--- src/rtl/desc_frame_tracker.sv ---
// Descriptor-to-frame-set tracker.
// Attributes detector descriptors to the image channel currently being
// captured, hands out per-channel store addresses and keeps a ring of
// per-channel descriptor counts for the last HIST_DEPTH completed frame sets.
//
// Ports:
//   clk, rst    clock, synchronous active-high reset
//   img_valid   high during one channel's pixel burst
//   feat_valid  one qualified descriptor from the detector pipeline
//   wr_en       descriptor store write enable (combinational)
//   wr_ch       channel of the write (combinational)
//   wr_addr     write address = channel count before increment (combinational)
//   set_start   first cycle of a channel-0 burst (combinational)
//   set_done    registered pulse, cycle after the last-channel burst ends
//   cur_ch      registered channel currently being attributed
//   ovf         registered sticky saturation flag for the open set
//   hist_sel    history select, 0 = most recent completed set
//   hist_ch     channel of the history read
//   hist_cnt    committed count (combinational read)
//   hist_vld    selected history slot holds a committed set (combinational)
//
// Build option: define DESC_SAT_EN to saturate the channel counters at
// 2^CNT_W-1 (further writes dropped, ovf raised); otherwise counters wrap.
module desc_frame_tracker #(
  parameter int unsigned NUM_CH     = 2,
  parameter int unsigned CNT_W      = 10,
  parameter int unsigned HIST_DEPTH = 3,
  localparam int unsigned CH_W = (NUM_CH > 1) ? $clog2(NUM_CH) : 1,
  localparam int unsigned HS_W = (HIST_DEPTH > 1) ? $clog2(HIST_DEPTH) : 1
) (
  input  logic             clk,
  input  logic             rst,
  input  logic             img_valid,
  input  logic             feat_valid,
  output logic             wr_en,
  output logic [CH_W-1:0]  wr_ch,
  output logic [CNT_W-1:0] wr_addr,
  output logic             set_start,
  output logic             set_done,
  output logic [CH_W-1:0]  cur_ch,
  output logic             ovf,
  input  logic [HS_W-1:0]  hist_sel,
  input  logic [CH_W-1:0]  hist_ch,
  output logic [CNT_W-1:0] hist_cnt,
  output logic             hist_vld
);

  typedef enum logic [1:0] {IDLE, BURST, GAP} state_t;

  state_t           state, state_nxt;
  logic             armed;
  logic [CNT_W-1:0] cnt     [NUM_CH];
  logic [CNT_W-1:0] cnt_upd [NUM_CH];
  logic [CNT_W-1:0] hist    [HIST_DEPTH][NUM_CH];
  logic [HS_W-1:0]  wptr;
  logic [HS_W:0]    ncommit;
  logic [HS_W:0]    rd_idx;
  logic [CNT_W-1:0] cur_cnt;
  logic             start, last_ch, blocked, attrib, commit;

  // Burst detection, attribution and counter next values
  always_comb begin
    last_ch = (cur_ch == CH_W'(NUM_CH - 1));
    // armed keeps a burst already in progress at reset release from starting a set
    start     = img_valid && (state != BURST) && ((state != IDLE) || armed);
    set_start = start && ((state == IDLE) || last_ch);
    commit    = set_start && (state == GAP);
    attrib    = feat_valid && (state != IDLE);
    cur_cnt   = '0;
    for (int c = 0; c < NUM_CH; c++) begin
      if (cur_ch == CH_W'(c)) cur_cnt = cnt[c];
    end
`ifdef DESC_SAT_EN
    blocked = &cur_cnt;
`else
    blocked = 1'b0;
`endif
    wr_en   = attrib && !blocked;
    wr_ch   = cur_ch;
    wr_addr = cur_cnt;
    // Includes a write issued on the set_start cycle, so the commit sees it
    for (int c = 0; c < NUM_CH; c++) begin
      cnt_upd[c] = cnt[c] + CNT_W'(wr_en && (cur_ch == CH_W'(c)));
    end
  end

  // Next-state logic
  always_comb begin
    state_nxt = state;
    case (state)
      IDLE:    if (start) state_nxt = BURST;
      BURST:   if (!img_valid) state_nxt = GAP;
      GAP:     if (start) state_nxt = BURST;
      default: state_nxt = IDLE;
    endcase
  end

  // State, channel, counters and history bookkeeping
  always_ff @(posedge clk) begin
    if (rst) begin
      state    <= IDLE;
      armed    <= 1'b0;
      cur_ch   <= '0;
      ovf      <= 1'b0;
      set_done <= 1'b0;
      wptr     <= '0;
      ncommit  <= '0;
      for (int c = 0; c < NUM_CH; c++) cnt[c] <= '0;
    end else begin
      state    <= state_nxt;
      set_done <= (state == BURST) && !img_valid && last_ch;
      if (!img_valid) armed <= 1'b1;
      if (set_start) begin
        cur_ch <= '0;
        ovf    <= 1'b0;
        for (int c = 0; c < NUM_CH; c++) cnt[c] <= '0;
      end else begin
        if (start) cur_ch <= cur_ch + CH_W'(1);
        if (attrib && blocked) ovf <= 1'b1;
        for (int c = 0; c < NUM_CH; c++) cnt[c] <= cnt_upd[c];
      end
      if (commit) begin
        wptr <= (wptr == HS_W'(HIST_DEPTH - 1)) ? '0 : wptr + HS_W'(1);
        if (ncommit != (HS_W+1)'(HIST_DEPTH)) ncommit <= ncommit + (HS_W+1)'(1);
      end
    end
  end

  // History ring storage; slots change only on commit, validity tracked by ncommit
  always_ff @(posedge clk) begin
    if (commit) begin
      for (int h = 0; h < HIST_DEPTH; h++) begin
        if (wptr == HS_W'(h)) begin
          for (int c = 0; c < NUM_CH; c++) hist[h][c] <= cnt_upd[c];
        end
      end
    end
  end

  // History read: slot = (wptr - 1 - hist_sel) mod HIST_DEPTH
  always_comb begin
    hist_vld = ({1'b0, hist_sel} < ncommit);
    if ({1'b0, wptr} > {1'b0, hist_sel})
      rd_idx = {1'b0, wptr} - (HS_W+1)'(1) - {1'b0, hist_sel};
    else
      rd_idx = {1'b0, wptr} + (HS_W+1)'(HIST_DEPTH - 1) - {1'b0, hist_sel};
    hist_cnt = '0;
    for (int h = 0; h < HIST_DEPTH; h++) begin
      for (int c = 0; c < NUM_CH; c++) begin
        if (hist_vld && (rd_idx == (HS_W+1)'(h)) && (hist_ch == CH_W'(c)))
          hist_cnt = hist[h][c];
      end
    end
  end

endmodule

--- config.mk ---
export PLATFORM = sky130hd
export DESIGN_NAME = desc_frame_tracker
export DESIGN_NICKNAME = d
export VERILOG_FILES = /design/src/rtl/desc_frame_tracker.sv
export SDC_FILE = /design/constraint.sdc
export NUM_CORES = 1
export LEC_CHECK = 0
export CAP_MARGIN = 20
export CORE_MARGIN = 2
export CORE_UTILIZATION = 50
export CTS_BUF_LIST = sky130_fd_sc_hd__clkbuf_4 sky130_fd_sc_hd__clkbuf_8
export DETAILED_ROUTE_END_ITERATION = 16
export PLACE_DENSITY = 0.7
export SETUP_SLACK_MARGIN = 0.05
export SLEW_MARGIN = 20
export SYNTH_ARGS = -nofsm -noshare
export SYNTH_HDL_FRONTEND = slang
export SYNTH_SLANG_ARGS = --single-unit
--- constraint.sdc ---
create_clock -name clk -period 11.4 [get_ports clk]
set_input_delay 3.42 -clock clk [delete_from_list [all_inputs] [get_ports clk]]
set_output_delay 3.42 -clock clk [all_outputs]
set_load 0.03 [all_outputs]
==> results.cfg <==
[sta]
relSlewSlack_pct = 33.1
slew_violations = 0
hold_viol_final = 0
setup_tns_ps = 0
rsz0062_at_grt = false
max_freq_ghz = 0.0984
min_period_over_period_pct = 89.2
skew_ps = 6.68
setup_viol = 0
worst_pin_slew_ps = 999
min_period_ps = 10170

[setup_path]
timing.rr.start = cur_ch
r2r_end = hist[0][4]
crit_arrival_ps = 6750
cp.required_ps = 7980
critPathCaptureType = output pin
worstSetupPathType = input port to output pin
worstPathMaxFanout = 6
cp-start-kind = input port
reg2regPathDepth = 3
r2r_setup_slack_ps = 8610

[finish]
area_growth_pct = 16.2
insertedDiodeCount = 0
finalNetCount = 397
final_cell_area_um2 = 4990
fin_util_pct = 60.4
drive_gt1_share_pct = 12.9
fin_cells = 486

[clock_tree]
h-tree-depth = 3
cts_setup_buffers = 0
cts_buffers = 9
cts_resized = 0
clk_latency_ps = 350
root_buffer = clkbuf_8
clkTransAtPathRegs_ps = 80
cts.hold.buffers_added = 0
cts_tree = built
cts.sinks = 90
cts_max_path_buffers = 2

[global_routing]
grt_usage_pct = 18.8
antenna_found_initial = 0
overflow = 0
grt_first_pass_wirelength_mm = 13.7
grt_pass1_vias = 2617
grt_max_degree = 22

[synthesis]
synth_simple_gate_area_share_pct = 11.6
synthTopCellsByArea = edfxtp_1 56%, mux2_2 4.7%, dfxtp_1 4.7%, mux2i_1 4.4%, ha_1 3.5%
synth_area_um2 = 4300
yosys.area.top_type = edfxtp_1
synth_common_cells = 80 x edfxtp_1, 19 x mux2i_1, 19 x nor2_1
synth_compound_area_share_pct = 7.19
netlist_instances = 323
synth_flop_cell = edfxtp_1
synth.top_cell.area_share_pct = 55.9
synth_edf_count = 80
ys_ff_latch = 90
synthMuxAreaShare_pct = 9.15
yosys.area_share.adder_pct = 4.43
syn_area_per_cell_um2 = 13.3
synth_top_family_by_area = simple AND/OR/NAND/NOR gates
synth.distinct_cells = 43
synth-xor-area-share_pct = 3.87
ys_seq_area_share_pct = 60.6
async_flop_share_pct = 0
ys_warn_count = 0
synth_most_common_cell = edfxtp_1

[worst_hold_path]
min_path_type = flop to flop
holdCritStartpoint = armed
holdPathEnd = armed
hold_depth = 2

[floorplanning]
top_level_ports = 34
dieArea_um2 = 9350
initial_core_util_pct = 52.0
coreArea_um2 = 8260
fp-row-count = 33
die_h_um = 96.7
fp.dieW_um = 96.7

[route]
routed_wl_mm = 8.43
ant_nets = 0
drc = 0
wl_per_cell_um = 17.3
dr.pass1.iters = 4
drtIter0Drc = 101
num_vias = 2610
via_per_inst = 5.37

[run_status]
status = complete, no violations

[placed_design]
portBuffers = 32
dp_hpwl_mm = 5.86
dpl.cell_count = 470
gp_congestion = 0.860
placement.cell_area_um2 = 4800

[power_and_ir_drop]
peakVddDrop_mv = 0.0760
p_leak_uw = 0.00178
cellPowerDensity_nw_per_um2 = 130

[run]
cap_violations = 0
layout make-up:
type	instances	area, um^2
Clock inverter	7	68.8
Multi-Input combinational cell	223	1650
Tap cell	105	131
Inverter	15	56.3
Sequential cell	90	2600
Clock buffer	9	124
Fill cell	668	3270
Timing Repair Buffer	37	358
cells by family (layout without fill, tap and decap cells):
family,Yosys count,in the layout
flip-flops,90,90
AND/OR/NAND/NOR,90,90
AO/OA/AOI/OAI,42,42
multiplexers,37,37
buffers and inverters,29,68
XOR/XNOR,19,19
adder cells (fa/ha/maj),14,14
other,2,21
how the worst max path moves through the flow:
stage	from	endpoint	slack, ps	depth (start not counted)
final	hist_sel[1]	hist_cnt[1]	1230	11
after global routing	hist_sel[1]	hist_cnt[7]	1080	11
after CTS	hist_sel[1]	hist_cnt[1]	1250	11
after detailed placement	hist_sel[1]	hist_cnt[1]	1250	11
after global placement	hist_sel[1]	hist_cnt[1]	1330	11
after floorplan	hist_sel[0]	hist_cnt[7]	2550	8
state kept, by name, indices dropped and copies added (netlist names):
signal,flops
hist,60
cnt,20
ncommit,3
state,2
wptr,2
armed,1
cur_ch,1
set_done,1
placed cells by master, fill, tap and decap left out, types with 3 or more instances in the layout:
| cell type | count |
|---|---|
| a21oi_1 | 7 |
| a221o_1 | 6 |
| a22oi_1 | 4 |
| a31o_1 | 6 |
| and3_1 | 6 |
| buf_4 | 5 |
| clkbuf_8 | 9 |
| clkdlybuf4s50_1 | 32 |
| clkinvlp_4 | 3 |
| conb_1 | 21 |
| dfxtp_1 | 10 |
| edfxtp_1 | 80 |
| ha_1 | 12 |
| inv_1 | 15 |
| mux2_2 | 18 |
| mux2i_1 | 19 |
| nand2_1 | 13 |
| nand3_1 | 11 |
| nor2_1 | 19 |
| nor2b_1 | 18 |
| nor3_1 | 9 |
| nor3_2 | 3 |
| o21ai_1 | 3 |
| o22ai_1 | 6 |
| xnor2_1 | 14 |
| xor2_1 | 5 |
report_power, final:
part,internal (uW),switching (uW)
registers,365,5.65
clock network,101,111
logic,26.4,39.7
total,492,156
critical path: stages:
cell and delay (ps):
clkdlybuf4s50_1 560, inv_1 100, ha_1 380, inv_1 70, ha_1 200, xnor2_1 200, mux2i_1 170, nor4_2 630
a31o_1 180, a221o_1 160, clkdlybuf4s50_1 670
per-stage QoR:
| stage | power (uW) | hold slack, ps | setup WS (ps) |
|---|---|---|---|
| 2_1_floorplan | 422 | 435 | 2550 |
| 3_3_place_gp | 443 | 449 | 1330 |
| 3_5_place_dp | 444 | 451 | 1250 |
| 4_1_cts | 654 | 464 | 1250 |
| 5_1_grt | 675 | 490 | 1080 |
| 6_report | 648 | 459 | 1230 |
per-layer routing:
metal / GRT usage, % / share of wire, % / vias to the layer above
met5: 0 / 0 / -
li1: - / - / 1275
met4: 6.93 / 0.81 / 0
met3: 3.32 / 3.5 / 4
met2: 28.4 / 46 / 44
met1: 27.5 / 50 / 1287
Note: power is estimated with default switching activity, not from simulation.
